`src/rtl/axi_lite_arbiter_if.sv`:
```
// AXI4-Lite payload types and the AXI4-Lite interface used by axi_lite_arbiter.
//   axi_lite_pkg : ADDR_W/DATA_W widths and addr_t/data_t/resp_t.
//   axi_lite_if  : AW/W/B/AR/R channels, no WSTRB/PROT.
//     modport master : drives awaddr/awvalid/wdata/wvalid/bready/araddr/arvalid/rready
//     modport slave  : drives awready/wready/bresp/bvalid/arready/rdata/rresp/rvalid
package axi_lite_pkg;
  localparam int unsigned ADDR_W = 32;
  localparam int unsigned DATA_W = 32;
  localparam int unsigned RESP_W = 2;

  typedef logic [ADDR_W-1:0] addr_t;
  typedef logic [DATA_W-1:0] data_t;
  typedef logic [RESP_W-1:0] resp_t;
endpackage

interface axi_lite_if;
  import axi_lite_pkg::*;

  addr_t awaddr;
  logic  awvalid;
  logic  awready;
  data_t wdata;
  logic  wvalid;
  logic  wready;
  resp_t bresp;
  logic  bvalid;
  logic  bready;
  addr_t araddr;
  logic  arvalid;
  logic  arready;
  data_t rdata;
  resp_t rresp;
  logic  rvalid;
  logic  rready;

  modport master (
    output awaddr, awvalid, wdata, wvalid, bready, araddr, arvalid, rready,
    input  awready, wready, bresp, bvalid, arready, rdata, rresp, rvalid
  );

  modport slave (
    input  awaddr, awvalid, wdata, wvalid, bready, araddr, arvalid, rready,
    output awready, wready, bresp, bvalid, arready, rdata, rresp, rvalid
  );
endinterface

```
`src/rtl/axi_lite_arbiter.sv`:
```
// Two-master to one-slave AXI4-Lite arbiter with independent round-robin
// write and read arbitration.
// Ports:
//   clk          single clock, rising edge
//   rst          synchronous active-low reset
//   s0_axi_lite  upstream master 0 (slave modport)
//   s1_axi_lite  upstream master 1 (slave modport)
//   m_axi_lite   shared downstream slave (master modport)
//   wr_grant     one-hot write owner, 0 = none
//   rd_grant     one-hot read owner, 0 = none
//   timeout_err  one-cycle pulse on response watchdog expiry
// Optional feature: define AXIL_ARB_TIMEOUT_EN to enable the response-phase
// watchdog (limit = TIMEOUT cycles). Without it timeout_err is tied 0.
module axi_lite_arbiter
  import axi_lite_pkg::*;
#(
  parameter int unsigned TIMEOUT = 256
) (
  input  logic       clk,
  input  logic       rst,
  axi_lite_if.slave  s0_axi_lite,
  axi_lite_if.slave  s1_axi_lite,
  axi_lite_if.master m_axi_lite,
  output logic [1:0] wr_grant,
  output logic [1:0] rd_grant,
  output logic       timeout_err
);

  localparam resp_t RESP_SLVERR = 2'b10;

  // Elaboration guard: a zero limit would make the watchdog meaningless.
  if (TIMEOUT == 0) begin : g_timeout_chk
    $error("axi_lite_arbiter: TIMEOUT must be at least 1");
  end

  typedef enum logic [1:0] {W_IDLE = 2'd0, W_ADDR = 2'd1, W_RESP = 2'd2} w_state_t;
  typedef enum logic [1:0] {R_IDLE = 2'd0, R_ADDR = 2'd1, R_DATA = 2'd2} r_state_t;

  // ---------------------------------------------------------------------------
  // Write channel state
  // ---------------------------------------------------------------------------
  w_state_t   w_state, w_state_n;
  logic       w_owner, w_owner_n;
  logic       w_last, w_last_n;
  logic [1:0] wr_grant_n;
  logic       aw_done, aw_done_n;
  logic       w_done, w_done_n;

  // Watchdog status (constant 0 when the watchdog is compiled out)
  logic       w_to, w_drain;
  logic       r_to, r_drain;

  logic [1:0] w_req;
  logic       w_pick;
  addr_t      own_awaddr;
  logic       own_awvalid;
  data_t      own_wdata;
  logic       own_wvalid;
  logic       own_bready;
  logic       w_addr_ph, w_resp_ph, w_idle_ph;
  logic       m_awvalid_c, m_wvalid_c;
  logic       awready_c, wready_c;
  logic       aw_fire, w_fire;
  logic       bvalid_c, b_fire;
  resp_t      bresp_c;

  assign w_req[0] = s0_axi_lite.awvalid & s0_axi_lite.wvalid;
  assign w_req[1] = s1_axi_lite.awvalid & s1_axi_lite.wvalid;
  // Tie goes to the master that was not served last
  assign w_pick   = (&w_req) ? ~w_last : w_req[1];

  assign w_idle_ph = (w_state == W_IDLE);
  assign w_addr_ph = (w_state == W_ADDR);
  assign w_resp_ph = (w_state == W_RESP);

  // Owner-side source mux
  assign own_awaddr  = w_owner ? s1_axi_lite.awaddr  : s0_axi_lite.awaddr;
  assign own_awvalid = w_owner ? s1_axi_lite.awvalid : s0_axi_lite.awvalid;
  assign own_wdata   = w_owner ? s1_axi_lite.wdata   : s0_axi_lite.wdata;
  assign own_wvalid  = w_owner ? s1_axi_lite.wvalid  : s0_axi_lite.wvalid;
  assign own_bready  = w_owner ? s1_axi_lite.bready  : s0_axi_lite.bready;

  // Each address/data valid is withdrawn as soon as its own handshake is done
  assign m_awvalid_c = w_addr_ph & ~aw_done & own_awvalid;
  assign m_wvalid_c  = w_addr_ph & ~w_done & own_wvalid;
  assign awready_c   = w_addr_ph & ~aw_done & m_axi_lite.awready;
  assign wready_c    = w_addr_ph & ~w_done & m_axi_lite.wready;
  assign aw_fire     = m_awvalid_c & m_axi_lite.awready;
  assign w_fire      = m_wvalid_c & m_axi_lite.wready;

  // After a watchdog expiry the owner gets a locally generated SLVERR
  assign bvalid_c = w_resp_ph & (m_axi_lite.bvalid | w_to);
  assign bresp_c  = w_to ? RESP_SLVERR : m_axi_lite.bresp;
  assign b_fire   = bvalid_c & own_bready;

  assign m_axi_lite.awaddr  = own_awaddr;
  assign m_axi_lite.awvalid = m_awvalid_c;
  assign m_axi_lite.wdata   = own_wdata;
  assign m_axi_lite.wvalid  = m_wvalid_c;
  // Stray late B is drained in W_IDLE after a timeout
  assign m_axi_lite.bready  = (w_resp_ph & own_bready & ~w_to) | (w_idle_ph & w_drain);

  assign s0_axi_lite.awready = awready_c & ~w_owner;
  assign s1_axi_lite.awready = awready_c & w_owner;
  assign s0_axi_lite.wready  = wready_c & ~w_owner;
  assign s1_axi_lite.wready  = wready_c & w_owner;
  assign s0_axi_lite.bvalid  = bvalid_c & ~w_owner;
  assign s1_axi_lite.bvalid  = bvalid_c & w_owner;
  assign s0_axi_lite.bresp   = bresp_c;
  assign s1_axi_lite.bresp   = bresp_c;

  // Write FSM state register
  always_ff @(posedge clk) begin
    if (!rst) begin
      w_state  <= W_IDLE;
      w_owner  <= 1'b0;
      w_last   <= 1'b1;
      wr_grant <= 2'b00;
      aw_done  <= 1'b0;
      w_done   <= 1'b0;
    end else begin
      w_state  <= w_state_n;
      w_owner  <= w_owner_n;
      w_last   <= w_last_n;
      wr_grant <= wr_grant_n;
      aw_done  <= aw_done_n;
      w_done   <= w_done_n;
    end
  end

  // Write FSM next state
  always_comb begin
    w_state_n  = w_state;
    w_owner_n  = w_owner;
    w_last_n   = w_last;
    wr_grant_n = wr_grant;
    aw_done_n  = aw_done;
    w_done_n   = w_done;
    unique case (w_state)
      W_IDLE: begin
        if ((|w_req) && !w_drain) begin
          w_state_n  = W_ADDR;
          w_owner_n  = w_pick;
          wr_grant_n = w_pick ? 2'b10 : 2'b01;
        end
      end
      W_ADDR: begin
        aw_done_n = aw_done | aw_fire;
        w_done_n  = w_done | w_fire;
        // Both flags registered: response phase starts the cycle after
        if (aw_done && w_done) begin
          w_state_n = W_RESP;
          aw_done_n = 1'b0;
          w_done_n  = 1'b0;
        end
      end
      W_RESP: begin
        if (b_fire) begin
          w_state_n  = W_IDLE;
          w_last_n   = w_owner;
          wr_grant_n = 2'b00;
        end
      end
      default: begin
        w_state_n  = W_IDLE;
        wr_grant_n = 2'b00;
        aw_done_n  = 1'b0;
        w_done_n   = 1'b0;
      end
    endcase
  end

  // ---------------------------------------------------------------------------
  // Read channel state
  // ---------------------------------------------------------------------------
  r_state_t   r_state, r_state_n;
  logic       r_owner, r_owner_n;
  logic       r_last, r_last_n;
  logic [1:0] rd_grant_n;

  logic [1:0] r_req;
  logic       r_pick;
  addr_t      own_araddr;
  logic       own_arvalid;
  logic       own_rready;
  logic       r_idle_ph, r_addr_ph, r_data_ph;
  logic       m_arvalid_c, arready_c, ar_fire;
  logic       rvalid_c, r_fire;
  data_t      rdata_c;
  resp_t      rresp_c;

  assign r_req[0] = s0_axi_lite.arvalid;
  assign r_req[1] = s1_axi_lite.arvalid;
  assign r_pick   = (&r_req) ? ~r_last : r_req[1];

  assign r_idle_ph = (r_state == R_IDLE);
  assign r_addr_ph = (r_state == R_ADDR);
  assign r_data_ph = (r_state == R_DATA);

  assign own_araddr  = r_owner ? s1_axi_lite.araddr  : s0_axi_lite.araddr;
  assign own_arvalid = r_owner ? s1_axi_lite.arvalid : s0_axi_lite.arvalid;
  assign own_rready  = r_owner ? s1_axi_lite.rready  : s0_axi_lite.rready;

  assign m_arvalid_c = r_addr_ph & own_arvalid;
  assign arready_c   = r_addr_ph & m_axi_lite.arready;
  assign ar_fire     = m_arvalid_c & m_axi_lite.arready;

  assign rvalid_c = r_data_ph & (m_axi_lite.rvalid | r_to);
  assign rdata_c  = r_to ? '0 : m_axi_lite.rdata;
  assign rresp_c  = r_to ? RESP_SLVERR : m_axi_lite.rresp;
  assign r_fire   = rvalid_c & own_rready;

  assign m_axi_lite.araddr  = own_araddr;
  assign m_axi_lite.arvalid = m_arvalid_c;
  assign m_axi_lite.rready  = (r_data_ph & own_rready & ~r_to) | (r_idle_ph & r_drain);

  assign s0_axi_lite.arready = arready_c & ~r_owner;
  assign s1_axi_lite.arready = arready_c & r_owner;
  assign s0_axi_lite.rvalid  = rvalid_c & ~r_owner;
  assign s1_axi_lite.rvalid  = rvalid_c & r_owner;
  assign s0_axi_lite.rdata   = rdata_c;
  assign s1_axi_lite.rdata   = rdata_c;
  assign s0_axi_lite.rresp   = rresp_c;
  assign s1_axi_lite.rresp   = rresp_c;

  // Read FSM state register
  always_ff @(posedge clk) begin
    if (!rst) begin
      r_state  <= R_IDLE;
      r_owner  <= 1'b0;
      r_last   <= 1'b1;
      rd_grant <= 2'b00;
    end else begin
      r_state  <= r_state_n;
      r_owner  <= r_owner_n;
      r_last   <= r_last_n;
      rd_grant <= rd_grant_n;
    end
  end

  // Read FSM next state
  always_comb begin
    r_state_n  = r_state;
    r_owner_n  = r_owner;
    r_last_n   = r_last;
    rd_grant_n = rd_grant;
    unique case (r_state)
      R_IDLE: begin
        if ((|r_req) && !r_drain) begin
          r_state_n  = R_ADDR;
          r_owner_n  = r_pick;
          rd_grant_n = r_pick ? 2'b10 : 2'b01;
        end
      end
      R_ADDR: begin
        if (ar_fire) begin
          r_state_n = R_DATA;
        end
      end
      R_DATA: begin
        if (r_fire) begin
          r_state_n  = R_IDLE;
          r_last_n   = r_owner;
          rd_grant_n = 2'b00;
        end
      end
      default: begin
        r_state_n  = R_IDLE;
        rd_grant_n = 2'b00;
      end
    endcase
  end

  // ---------------------------------------------------------------------------
  // Response-phase watchdog
  // ---------------------------------------------------------------------------
`ifdef AXIL_ARB_TIMEOUT_EN
  localparam int unsigned CNT_W = (TIMEOUT > 1) ? $clog2(TIMEOUT) : 1;

  logic [CNT_W-1:0] w_cnt, r_cnt;

  // Counts response-phase cycles without a downstream valid; on expiry the
  // owner is answered locally and the real response is drained later.
  always_ff @(posedge clk) begin
    if (!rst) begin
      w_cnt       <= '0;
      r_cnt       <= '0;
      w_to        <= 1'b0;
      r_to        <= 1'b0;
      w_drain     <= 1'b0;
      r_drain     <= 1'b0;
      timeout_err <= 1'b0;
    end else begin
      timeout_err <= 1'b0;

      if (w_resp_ph) begin
        if (b_fire) begin
          w_cnt   <= '0;
          w_to    <= 1'b0;
          w_drain <= w_to;
        end else if (!w_to && !m_axi_lite.bvalid) begin
          if (w_cnt == CNT_W'(TIMEOUT - 1)) begin
            w_to        <= 1'b1;
            timeout_err <= 1'b1;
          end else begin
            w_cnt <= w_cnt + CNT_W'(1);
          end
        end
      end else if (w_idle_ph && w_drain && m_axi_lite.bvalid) begin
        w_drain <= 1'b0;
      end

      if (r_data_ph) begin
        if (r_fire) begin
          r_cnt   <= '0;
          r_to    <= 1'b0;
          r_drain <= r_to;
        end else if (!r_to && !m_axi_lite.rvalid) begin
          if (r_cnt == CNT_W'(TIMEOUT - 1)) begin
            r_to        <= 1'b1;
            timeout_err <= 1'b1;
          end else begin
            r_cnt <= r_cnt + CNT_W'(1);
          end
        end
      end else if (r_idle_ph && r_drain && m_axi_lite.rvalid) begin
        r_drain <= 1'b0;
      end
    end
  end
`else
  assign w_to        = 1'b0;
  assign w_drain     = 1'b0;
  assign r_to        = 1'b0;
  assign r_drain     = 1'b0;
  assign timeout_err = 1'b0;
`endif

endmodule
```
`src/flat_wrapper.sv`:
```
// flat-port wrapper written by rule: the top's interface ports become plain ports
module axi_lite_arbiter_flat import axi_lite_pkg::*;
#(
  parameter int unsigned TIMEOUT = 256
)
  (clk, rst, wr_grant, rd_grant, timeout_err, s0_axi_lite_awaddr, s0_axi_lite_awvalid, s0_axi_lite_wdata, s0_axi_lite_wvalid, s0_axi_lite_bready, s0_axi_lite_araddr, s0_axi_lite_arvalid, s0_axi_lite_rready, s0_axi_lite_awready, s0_axi_lite_wready, s0_axi_lite_bresp, s0_axi_lite_bvalid, s0_axi_lite_arready, s0_axi_lite_rdata, s0_axi_lite_rresp, s0_axi_lite_rvalid, s1_axi_lite_awaddr, s1_axi_lite_awvalid, s1_axi_lite_wdata, s1_axi_lite_wvalid, s1_axi_lite_bready, s1_axi_lite_araddr, s1_axi_lite_arvalid, s1_axi_lite_rready, s1_axi_lite_awready, s1_axi_lite_wready, s1_axi_lite_bresp, s1_axi_lite_bvalid, s1_axi_lite_arready, s1_axi_lite_rdata, s1_axi_lite_rresp, s1_axi_lite_rvalid, m_axi_lite_awaddr, m_axi_lite_awvalid, m_axi_lite_wdata, m_axi_lite_wvalid, m_axi_lite_bready, m_axi_lite_araddr, m_axi_lite_arvalid, m_axi_lite_rready, m_axi_lite_awready, m_axi_lite_wready, m_axi_lite_bresp, m_axi_lite_bvalid, m_axi_lite_arready, m_axi_lite_rdata, m_axi_lite_rresp, m_axi_lite_rvalid);
  axi_lite_if s0_axi_lite_i ();
  axi_lite_if s1_axi_lite_i ();
  axi_lite_if m_axi_lite_i ();
  input  logic clk;
  input  logic rst;
  output logic [1:0] wr_grant;
  output logic [1:0] rd_grant;
  output logic timeout_err;
  input wire logic [$bits(s0_axi_lite_i.awaddr)-1:0] s0_axi_lite_awaddr;
  input wire logic [$bits(s0_axi_lite_i.awvalid)-1:0] s0_axi_lite_awvalid;
  input wire logic [$bits(s0_axi_lite_i.wdata)-1:0] s0_axi_lite_wdata;
  input wire logic [$bits(s0_axi_lite_i.wvalid)-1:0] s0_axi_lite_wvalid;
  input wire logic [$bits(s0_axi_lite_i.bready)-1:0] s0_axi_lite_bready;
  input wire logic [$bits(s0_axi_lite_i.araddr)-1:0] s0_axi_lite_araddr;
  input wire logic [$bits(s0_axi_lite_i.arvalid)-1:0] s0_axi_lite_arvalid;
  input wire logic [$bits(s0_axi_lite_i.rready)-1:0] s0_axi_lite_rready;
  output wire logic [$bits(s0_axi_lite_i.awready)-1:0] s0_axi_lite_awready;
  output wire logic [$bits(s0_axi_lite_i.wready)-1:0] s0_axi_lite_wready;
  output wire logic [$bits(s0_axi_lite_i.bresp)-1:0] s0_axi_lite_bresp;
  output wire logic [$bits(s0_axi_lite_i.bvalid)-1:0] s0_axi_lite_bvalid;
  output wire logic [$bits(s0_axi_lite_i.arready)-1:0] s0_axi_lite_arready;
  output wire logic [$bits(s0_axi_lite_i.rdata)-1:0] s0_axi_lite_rdata;
  output wire logic [$bits(s0_axi_lite_i.rresp)-1:0] s0_axi_lite_rresp;
  output wire logic [$bits(s0_axi_lite_i.rvalid)-1:0] s0_axi_lite_rvalid;
  input wire logic [$bits(s1_axi_lite_i.awaddr)-1:0] s1_axi_lite_awaddr;
  input wire logic [$bits(s1_axi_lite_i.awvalid)-1:0] s1_axi_lite_awvalid;
  input wire logic [$bits(s1_axi_lite_i.wdata)-1:0] s1_axi_lite_wdata;
  input wire logic [$bits(s1_axi_lite_i.wvalid)-1:0] s1_axi_lite_wvalid;
  input wire logic [$bits(s1_axi_lite_i.bready)-1:0] s1_axi_lite_bready;
  input wire logic [$bits(s1_axi_lite_i.araddr)-1:0] s1_axi_lite_araddr;
  input wire logic [$bits(s1_axi_lite_i.arvalid)-1:0] s1_axi_lite_arvalid;
  input wire logic [$bits(s1_axi_lite_i.rready)-1:0] s1_axi_lite_rready;
  output wire logic [$bits(s1_axi_lite_i.awready)-1:0] s1_axi_lite_awready;
  output wire logic [$bits(s1_axi_lite_i.wready)-1:0] s1_axi_lite_wready;
  output wire logic [$bits(s1_axi_lite_i.bresp)-1:0] s1_axi_lite_bresp;
  output wire logic [$bits(s1_axi_lite_i.bvalid)-1:0] s1_axi_lite_bvalid;
  output wire logic [$bits(s1_axi_lite_i.arready)-1:0] s1_axi_lite_arready;
  output wire logic [$bits(s1_axi_lite_i.rdata)-1:0] s1_axi_lite_rdata;
  output wire logic [$bits(s1_axi_lite_i.rresp)-1:0] s1_axi_lite_rresp;
  output wire logic [$bits(s1_axi_lite_i.rvalid)-1:0] s1_axi_lite_rvalid;
  output wire logic [$bits(m_axi_lite_i.awaddr)-1:0] m_axi_lite_awaddr;
  output wire logic [$bits(m_axi_lite_i.awvalid)-1:0] m_axi_lite_awvalid;
  output wire logic [$bits(m_axi_lite_i.wdata)-1:0] m_axi_lite_wdata;
  output wire logic [$bits(m_axi_lite_i.wvalid)-1:0] m_axi_lite_wvalid;
  output wire logic [$bits(m_axi_lite_i.bready)-1:0] m_axi_lite_bready;
  output wire logic [$bits(m_axi_lite_i.araddr)-1:0] m_axi_lite_araddr;
  output wire logic [$bits(m_axi_lite_i.arvalid)-1:0] m_axi_lite_arvalid;
  output wire logic [$bits(m_axi_lite_i.rready)-1:0] m_axi_lite_rready;
  input wire logic [$bits(m_axi_lite_i.awready)-1:0] m_axi_lite_awready;
  input wire logic [$bits(m_axi_lite_i.wready)-1:0] m_axi_lite_wready;
  input wire logic [$bits(m_axi_lite_i.bresp)-1:0] m_axi_lite_bresp;
  input wire logic [$bits(m_axi_lite_i.bvalid)-1:0] m_axi_lite_bvalid;
  input wire logic [$bits(m_axi_lite_i.arready)-1:0] m_axi_lite_arready;
  input wire logic [$bits(m_axi_lite_i.rdata)-1:0] m_axi_lite_rdata;
  input wire logic [$bits(m_axi_lite_i.rresp)-1:0] m_axi_lite_rresp;
  input wire logic [$bits(m_axi_lite_i.rvalid)-1:0] m_axi_lite_rvalid;
  assign s0_axi_lite_i.awaddr = s0_axi_lite_awaddr;
  assign s0_axi_lite_i.awvalid = s0_axi_lite_awvalid;
  assign s0_axi_lite_i.wdata = s0_axi_lite_wdata;
  assign s0_axi_lite_i.wvalid = s0_axi_lite_wvalid;
  assign s0_axi_lite_i.bready = s0_axi_lite_bready;
  assign s0_axi_lite_i.araddr = s0_axi_lite_araddr;
  assign s0_axi_lite_i.arvalid = s0_axi_lite_arvalid;
  assign s0_axi_lite_i.rready = s0_axi_lite_rready;
  assign s0_axi_lite_awready = s0_axi_lite_i.awready;
  assign s0_axi_lite_wready = s0_axi_lite_i.wready;
  assign s0_axi_lite_bresp = s0_axi_lite_i.bresp;
  assign s0_axi_lite_bvalid = s0_axi_lite_i.bvalid;
  assign s0_axi_lite_arready = s0_axi_lite_i.arready;
  assign s0_axi_lite_rdata = s0_axi_lite_i.rdata;
  assign s0_axi_lite_rresp = s0_axi_lite_i.rresp;
  assign s0_axi_lite_rvalid = s0_axi_lite_i.rvalid;
  assign s1_axi_lite_i.awaddr = s1_axi_lite_awaddr;
  assign s1_axi_lite_i.awvalid = s1_axi_lite_awvalid;
  assign s1_axi_lite_i.wdata = s1_axi_lite_wdata;
  assign s1_axi_lite_i.wvalid = s1_axi_lite_wvalid;
  assign s1_axi_lite_i.bready = s1_axi_lite_bready;
  assign s1_axi_lite_i.araddr = s1_axi_lite_araddr;
  assign s1_axi_lite_i.arvalid = s1_axi_lite_arvalid;
  assign s1_axi_lite_i.rready = s1_axi_lite_rready;
  assign s1_axi_lite_awready = s1_axi_lite_i.awready;
  assign s1_axi_lite_wready = s1_axi_lite_i.wready;
  assign s1_axi_lite_bresp = s1_axi_lite_i.bresp;
  assign s1_axi_lite_bvalid = s1_axi_lite_i.bvalid;
  assign s1_axi_lite_arready = s1_axi_lite_i.arready;
  assign s1_axi_lite_rdata = s1_axi_lite_i.rdata;
  assign s1_axi_lite_rresp = s1_axi_lite_i.rresp;
  assign s1_axi_lite_rvalid = s1_axi_lite_i.rvalid;
  assign m_axi_lite_awaddr = m_axi_lite_i.awaddr;
  assign m_axi_lite_awvalid = m_axi_lite_i.awvalid;
  assign m_axi_lite_wdata = m_axi_lite_i.wdata;
  assign m_axi_lite_wvalid = m_axi_lite_i.wvalid;
  assign m_axi_lite_bready = m_axi_lite_i.bready;
  assign m_axi_lite_araddr = m_axi_lite_i.araddr;
  assign m_axi_lite_arvalid = m_axi_lite_i.arvalid;
  assign m_axi_lite_rready = m_axi_lite_i.rready;
  assign m_axi_lite_i.awready = m_axi_lite_awready;
  assign m_axi_lite_i.wready = m_axi_lite_wready;
  assign m_axi_lite_i.bresp = m_axi_lite_bresp;
  assign m_axi_lite_i.bvalid = m_axi_lite_bvalid;
  assign m_axi_lite_i.arready = m_axi_lite_arready;
  assign m_axi_lite_i.rdata = m_axi_lite_rdata;
  assign m_axi_lite_i.rresp = m_axi_lite_rresp;
  assign m_axi_lite_i.rvalid = m_axi_lite_rvalid;
  axi_lite_arbiter #(.TIMEOUT(TIMEOUT)) u_core (.clk(clk), .rst(rst), .s0_axi_lite(s0_axi_lite_i), .s1_axi_lite(s1_axi_lite_i), .m_axi_lite(m_axi_lite_i), .wr_grant(wr_grant), .rd_grant(rd_grant), .timeout_err(timeout_err));
endmodule
```
`config.mk`:
```
export PLATFORM = sky130hd
export DESIGN_NAME = axi_lite_arbiter_flat
export DESIGN_NICKNAME = d
export VERILOG_FILES = /design/src/rtl/axi_lite_arbiter_if.sv /design/src/rtl/axi_lite_arbiter.sv /design/src/flat_wrapper.sv
export SDC_FILE = /design/constraint.sdc
export NUM_CORES = 1
export LEC_CHECK = 0
export CAP_MARGIN = 10
export CORE_AREA = 5 5 164 166
export DETAILED_ROUTE_END_ITERATION = 10
export DIE_AREA = 0 0 169 171
export GPL_TIMING_DRIVEN = 0
export PLACE_DENSITY_LB_ADDON = 0.05
export REMOVE_ABC_BUFFERS = 1
export SLEW_MARGIN = 10
export SYNTH_ARGS = -nofsm -noshare
export SYNTH_HDL_FRONTEND = slang
export SYNTH_SLANG_ARGS = --single-unit
```
`constraint.sdc`:
```
create_clock -name clk -period 1.8 [get_ports clk]
set_input_delay 0.27 -clock clk [delete_from_list [all_inputs] [get_ports clk]]
set_output_delay 0.27 -clock clk [all_outputs]
set_load 0.03 [all_outputs]
```
After elaboration in Yosys (flattened, before gate mapping)
Cells that the tools add are included.
{ "word_totals": {"input_bits": 245, "word_cells": 103, "regBits": 14, "out_inout_bits": 188} }
{ "classes": {"eq_ne": 10, "reduce_logical": 16, "muxes": 28, "bitwise": 39} }
{ "ops": {"columns": ["operator", "n"], "rows": [
  ["32-bit 2-to-1 mux", 3],
  ["1-bit bitwise AND", 29],
  ["2-bit one-hot mux with 3 select lines", 4],
  ["2-bit 2-to-1 mux", 10],
  ["2-bit != test (second input constant)", 6],
  ["2-bit AND reduction", 6],
  ["3-bit AND reduction", 4],
  ["1-bit 2-to-1 mux", 9],
  ["1-bit inverter", 8],
  ["2-bit OR reduction", 3],
  ["2-bit by 1-bit equality test with 1-bit output (second input constant)", 2],
  ["2-bit equality test (second input constant)", 2],
  ["2-bit zero test", 2],
  ["1-bit one-hot mux with 2 select lines", 2],
  ["1-bit OR", 2],
  ["1-bit logical AND", 1]
]} }

Logic depth before layout (Yosys ltp)
Gate-level depths: netlist of the first run.
{ "logic_depth": {"depth_word": 7, "mapped_depth": 4, "depth_no_buf": 3} }

Worst setup path after synthesis of the first run
Ideal clock, no wire load.
{ "synth_timing": {"kind": "reg-to-output", "from": "reg u_core.w_state[1]", "to": "out m_axi_lite_bready", "path_slack_ps": 290, "stages_incl_launch_ff": 3, "t_arrival_ps": 1240, "n_path_buf": 1, "path_cell_list": "dfxtp_1 -> buf_4 -> nor3b_1"} }
{ "synth_between": {"elab_chain_len": 2} }
{ "synth_rtl": {"columns": ["element", "line_no", "rtl"], "rows": [
  ["from (decl)", "axi_lite_arbiter.sv:42", "w_state_t w_state, w_state_n;"],
  ["from (signal assigned)", "axi_lite_arbiter.sv:122", "w_state <= w_state_n;"],
  ["2-bit equality test", "axi_lite_arbiter.sv:74", "assign w_resp_ph = (w_state == W_RESP);"],
  ["1-bit bitwise AND", "axi_lite_arbiter.sv:101", "assign m_axi_lite.bready = (w_resp_ph & own_bready & ~w_to) | (w_idle_ph & w_drain);"],
  ["to (decl)", "flat_wrapper.sv:51", "output wire logic [$bits(m_axi_lite_i.bready)-1:0] m_axi_lite_bready;"]
]} }
Every way passes these cells.

Worst setup path after layout of the first run
{ "layout_timing": {"from": "reg u_core.w_owner", "to": "out m_axi_lite_awaddr[28]"} }
{ "layout_between": {"elab_chain_len": 1} }
{ "layout_rtl": {"columns": ["element", "line_no", "rtl"], "rows": [
  ["from (decl)", "axi_lite_arbiter.sv:43", "logic w_owner, w_owner_n;"],
  ["from (signal assigned)", "axi_lite_arbiter.sv:123", "w_owner <= w_owner_n;"],
  ["32-bit 2-to-1 mux", "axi_lite_arbiter.sv:77", "assign own_awaddr = w_owner ? s1_axi_lite.awaddr : s0_axi_lite.awaddr;"],
  ["to (decl)", "flat_wrapper.sv:47", "output wire logic [$bits(m_axi_lite_i.awaddr)-1:0] m_axi_lite_awaddr;"]
]} }
Every way passes these cells.

==> results.toml, run 1 <==
[outcome]
status = "finished with violations"
violations = "negative setup slack"

[timing]
max_freq_mhz = 550.0
worst_slack_ns = -0.01823
rsz0062_at_grt = "true"
worst_clock_skew_ns = 0.001257
fin_crit_ns = 1.818
setup_violations = 15
drv_slew = 0
finalHoldViolations = 0
whs_ns = 0.4469
tns_ns = -0.1256
min_period_over_period_pct = 101.0

[place]
dp_hpwl_um = 17140
placed_cells = 867
routabilityCongestion = 0.7037
portBuffers = 323

[final_layout]
drive_gt1_share_pct = 41.73
nNetsFinal = 790
finalNonFillerCells = 881
syn_to_final_growth_pct = 120.2

[synthesis]
synth_flop_cell = "dfxtp_1"
yosysTopAreaCell = "mux2_2"
synthTopCellsByArea = "mux2_2 42%, buf_4 24%, dfxtp_1 11%"
async_reset_ff_share_pct = 0
synth_cell_types = 33
yosysMostFrequentCell = "mux2_2"
syn_inst = 297
yosys-top-cells-count = "96 x mux2_2, 82 x buf_4, 17 x nor2_1, 16 x nand2_1, 14 x dfxtp_1"
synth_top_area_share_pct = 41.64
ys_seq_elements = 14
netlist_area_sq_um = 2596
yosys_warnings = 0
synth-edff-count = 0
synth-seq-area-share_pct = 10.80
synth_area_per_cell_sq_um = 8.742

[run]
drv_cap = 0

[global_route]
grt_pass1_vias = 3505
grt_usage_pct = 12.55
grt_pass1_wl_um = 26310
grt_max_degree = 41
grt_antenna_before_repair = 2
overflow = 0

[setup_path]
critPathLaunchType = "register"
cp_slowest_cell = "dfxtp_4"
critPathCaptureType = "output pin"
reg2reg_depth = 4
crit_buf_inv = 2
r2r_end = "u_core.wr_grant[0]"
crit_arrival_ns = 1.55
r2r_slack_ns = 0.40
critPathMaxFanout = 20
critical_path.top_delay_family = "buffers and inverters"
cpPeakStageDelay_ns = 0.43
regToRegStartpoint = "u_core.w_owner"
crit_type = "register to output pin"
crit_required_ns = 1.53
critical_path.cell_chain = "clkbuf_16 > mux2_2 > clkdlybuf4s15_2"

[pwr]
leakage_nw = 2.136
vdd_drop_max_mv = 0.2759
powerDensity_nw_per_um2 = 422.8

[drt]
drt_iter0_drc = 58
viasPerCell = 3.659
vias = 3224
drc_errors = 0
wire_per_inst_um = 22.58
totalWireLength_um = 19890
dr.pass1.iters = 4
ant_nets = 0

[hold_path]
min-delay-start = "s0_axi_lite_arvalid"
min_to = "u_core.rd_grant[0]"
hold_class = "primary input to register"
hold_depth = 3

[clock_tree]
postCtsHoldBufs = 0
tritoncts = "yes"
cts_inserted_buffers = 3
cts_max_path_buffers = 2
root_buffer = "clkbuf_16"
clk_latency_ns = 0.24
cts.sinks = 14
clk_pin_slew_worst_paths_ns = 0.05
htreeDepth = 1

[die]
coreArea_sq_um = 25470
dieArea_sq_um = 28900
io-pin-count = 433
initial_core_util_pct = 10.19
dieWidth_um = 169
rows = 59
fp.dieH_um = 171
[state kept, by name, indices dropped and copies added (netlist names)]
| register | flops |
|---|---|
| u_core.w_state | 2 |
| u_core.r_state | 2 |
| u_core.w_done | 1 |
| u_core.w_owner | 1 |
| u_core.wr_grant | 2 |
| u_core.r_owner | 1 |
| u_core.aw_done | 1 |
| u_core.r_last | 1 |
| u_core.w_last | 1 |
| u_core.rd_grant | 2 |
[per-layer routing]
| metal | routed length [um] | global-route usage, % |
|---|---|---|
| met1 | 7038 | 12.95 |
| met2 | 8662 | 19.04 |
| met3 | 3998 | 12.11 |
| met4 | 114 | 1.050 |
| met5 | 76 | 3.512 |
[logic make-up after synthesis]
group,count (synthesis),synth area share [%]
DFF,14,10.80
buffers and inverters,98,27.37
AOI/OAI and AO/OA,29,7.760
other,1,0.1444
and+or+nand+nor,54,9.976
muxes,101,43.95
[worst register-to-register path, delay by kind of cell (launching register included)]
kind	cells	cell delay [ns]
flip-flops	1	0.43
AO/OA/AOI/OAI	2	0.37
multiplexers	1	0.28
buffers and inverters	1	0.23
[worst max-delay path by stage]
stage / from / end / cells past startpoint
after global routing: u_core.w_owner / m_axi_lite_awaddr[12] / 3
after floorplan: u_core.w_owner / m_axi_lite_bready / 2
after detailed placement: u_core.w_owner / m_axi_lite_bready / 4
final: u_core.w_owner / m_axi_lite_awaddr[28] / 3
after CTS: u_core.w_owner / m_axi_lite_bready / 4
after global placement: u_core.w_owner / m_axi_lite_bready / 3
[where the power goes]
| part | internal [W] | switching (W) | leakage [nW] |
|---|---|---|---|
| clock | 0.000337 | 0.000129 | 0.0442 |
| combinational | 0.000845 | 0.000747 | 1.97 |
| sequential | 0.000327 | 0.0000315 | 0.117 |
[cells in the final DEF (no fill, tap or decap), types with 2 or more instances in the layout]
cell type,n
o2111ai_1,5
dfxtp_4,3
o21bai_1,2
nor2_1,17
clkdlybuf4s15_2,55
buf_4,2
and2_1,2
clkdlybuf4s50_1,210
buf_2,32
mux2_2,96
diode_2,2
or2_1,2
o21ai_0,5
nand2_1,16
dlygate4sd2_1,6
nand3_1,3
dfxtp_1,10
nor3b_1,2
clkbuf_16,4
a32oi_1,2
a21oi_1,4
nand2b_1,2
o21ai_1,2
clkbuf_2,19
inv_1,8
buf_16,2
mux2_4,2
o32ai_1,3
nand3b_1,3
nor3_1,2
buf_12,4
nor3b_4,2
[timing repair]
item | 4_1_cts | 5_1_grt
buffers inserted | 6 | 0
resized for setup | 344 | 59
gates cloned | 1 | 1
setup endpoints to repair | 113 | 68
[cell type report]
class,count,area (sq um)
clock buffers,4,88.84
fillers,2818,19750
diodes,2,5.005
flip-flops and latches,14,292.8
well taps,335,419.2
inverters,8,30.03
repair buffers,333,3232
multi-input cells,185,1649
[stage by stage]
step | util, % | area (sq um) | total power, W | setup slack, ns
4_1_cts | 22.64 | 5767 | 0.002460 | -0.2365
3_3_place_gp | 21.86 | 5568 | 0.002041 | -2.973
6_report | 22.45 | 5717 | 0.002417 | -0.01823
2_1_floorplan | - | 1916 | 0.001087 | -1.481
5_1_grt | 22.44 | 5714 | 0.002556 | -0.08332
3_5_place_dp | 22.04 | 5613 | 0.002028 | -0.6181
(Power assumes the default switching activity.)
==> run 2: changes to the inputs <==
--- a/config.mk
+++ b/config.mk
@@ -6,9 +6,9 @@
 export NUM_CORES = 1
 export LEC_CHECK = 0
 export CAP_MARGIN = 10
-export CORE_AREA = 5 5 164 166
+export CORE_AREA = 5 5 166 168
 export DETAILED_ROUTE_END_ITERATION = 10
-export DIE_AREA = 0 0 169 171
+export DIE_AREA = 0 0 171 173
 export GPL_TIMING_DRIVEN = 0
 export PLACE_DENSITY_LB_ADDON = 0.05
 export REMOVE_ABC_BUFFERS = 1
==> constraint.sdc (replaced) <==
create_clock -name clk -period 1.7 [get_ports clk]
set_input_delay 0.255 -clock clk [delete_from_list [all_inputs] [get_ports clk]]
set_output_delay 0.255 -clock clk [all_outputs]
set_load 0.03 [all_outputs]
==> results.toml, run 2 (same netlist as run 1, synthesis figures left out) <==
[setup_path]
critPathCaptureType = "output pin"
crit_arrival_ns = 1.47
critPathLaunchType = "register"
crit_type = "register to output pin"
crit_required_ns = 1.44
critPathMaxFanout = 10

[die]
dieWidth_um = 171
initial_core_util_pct = 10.08
dieArea_sq_um = 29580
coreArea_sq_um = 25760
fp.dieH_um = 173
rows = 59
io-pin-count = 433

[final_layout]
final_common_cell = "clkdlybuf4s50_1"
final_cell_mix = "209 x clkdlybuf4s50_1, 65 x buf_6, 53 x mux2_4"
fill_cells = 2815
nNetsFinal = 805
syn_to_final_growth_pct = 137.8
drive_gt1_share_pct = 44.72

[timing]
tns_ns = -0.2661
rsz0062_at_grt = "true"
setup_violations = 14
finalHoldViolations = 0
max-slew-margin-rel_pct = 66.33
worst_slack_ns = -0.02291
worst_clock_skew_ns = 0.0009647
tightest_slew_ns = 0.5034
drv_slew = 0
fin_crit_ns = 1.723
max_freq_mhz = 580.4
min_period_over_period_pct = 101.3

[drt]
drt_iter0_drc = 69
drc_errors = 0
totalWireLength_um = 20820
dr.pass1.iters = 4
ant_nets = 0
vias = 3305
wire_per_inst_um = 23.23
viasPerCell = 3.689

[clock_tree]
root_buffer = "clkbuf_16"
cts.sinks = 14
clk_pin_slew_worst_paths_ns = 0.05
clk_latency_ns = 0.24
cts_inserted_buffers = 3
tritoncts = "yes"
htreeDepth = 1
cts_max_path_buffers = 2

[pwr]
vdd_drop_max_mv = 0.2058
p_total_w = 0.002792
leakage_nw = 2.516
powerDensity_nw_per_um2 = 452.1

[outcome]
status = "finished with violations"
violations = "negative setup slack"

[hold_path]
hold_class = "primary input to register"

[global_route]
grt_antenna_before_repair = 5
overflow = 0
grt_usage_pct = 12.72
grt_pass1_vias = 3576
grt_max_degree = 18
grt_pass1_wl_um = 27090

[place]
dp_hpwl_um = 17420
routabilityCongestion = 0.7301
portBuffers = 323

[run]
drv_cap = 0
[run 2: cell types whose count changed in the layout (fill, tap and decap cells not counted), sizes merged]
| cell | change |
|---|---|
| buf | +87 |
| bufbuf | +1 |
| clkbuf | -13 |
| clkdlybuf4s15 | -55 |
| clkdlybuf4s50 | -1 |
| dlygate4sd2 | -6 |
| dlymetal6s2s | +2 |
[run 2: area by class of cell]
type | instances | area (sq um) | share of cell area, %
antenna | 2 | 5.005 | 0.08105
timing repair buffer | 348 | 3482 | 56.39
multi-input combinational | 185 | 1857 | 30.07
sequential | 14 | 292.8 | 4.742
inverter | 8 | 30.03 | 0.4863
clock buffer | 4 | 88.84 | 1.439
tap | 335 | 419.2 | 6.788
[run 2: final timing paths]
path,from,endpoint,slack [ns],cells past startpoint
setup / recovery,u_core.w_owner,m_axi_lite_wdata[26],-0.02,3
hold reg to reg,u_core.wr_grant[0],u_core.wr_grant[0],0.47,2
hold / removal,s0_axi_lite_arvalid,u_core.r_owner,0.44,3
setup reg to reg,u_core.w_owner,u_core.wr_grant[1],0.29,4
[run 2: metal layers]
layer  vias to the layer above  wire (um)  part of all wire, %  global-route usage [%]
li1                       1498          -                    -                       -
met1                      1511       6781                   33                   12.11
met2                       276      10210                   49                   22.32
met3                        12       3560                   17                   9.429
met4                         8        123                 0.59                   1.387
met5                         -        139                 0.67                   3.679
[run 2: report_power, final]
group          leakage [nW]  total (W)  switching (W)  internal, W
Clock                0.0442   0.000493       0.000136     0.000357
Combinational          2.35    0.00192       0.000843      0.00108
Sequential            0.117   0.000379      0.0000323     0.000347
[run 2: what timing repair did]
action | 4_1_cts | 5_1_grt
hold buffers | 0 | 0
cloned | 4 | 3
setup endpoints to repair | 113 | 76
buffers inserted | 18 | 0
endpoints found under the hold margin | 0 | 0
pin swaps | 1 | 0
gates resized for setup | 619 | 157
[run 2: worst max-delay path, stage by stage (launching register included)]
cell	delay, ns
dfxtp_4	0.41
bufbuf_16	0.31
mux2_2	0.33
buf_2	0.18
[run 2: through the flow]
step	utilization, %	std cells	hold WS (ns)	cell area (sq um)	worst slack (ns)
final	23.97	896	0.4417	6175	-0.02291
after global routing	23.97	896	0.4698	6175	-0.08569
after CTS	22.22	893	0.4853	5725	-0.1420
after detailed placement	21.82	867	0.4749	5620	-0.6749
after global placement	21.61	865	0.4717	5568	-3.009
after floorplan	-	207	0.3358	1916	-1.566
==> run 3: changes to the inputs <==
--- a/config.mk
+++ b/config.mk
@@ -5,6 +5,7 @@
 export SDC_FILE = /design/constraint.sdc
 export NUM_CORES = 1
 export LEC_CHECK = 0
+export ABC_CLOCK_PERIOD_IN_PS = 1700
 export CAP_MARGIN = 10
 export CORE_AREA = 5 5 166 168
 export DETAILED_ROUTE_END_ITERATION = 10
==> results of run 3 <==
Final layout, timing and power as in run 2 (identical DEF).
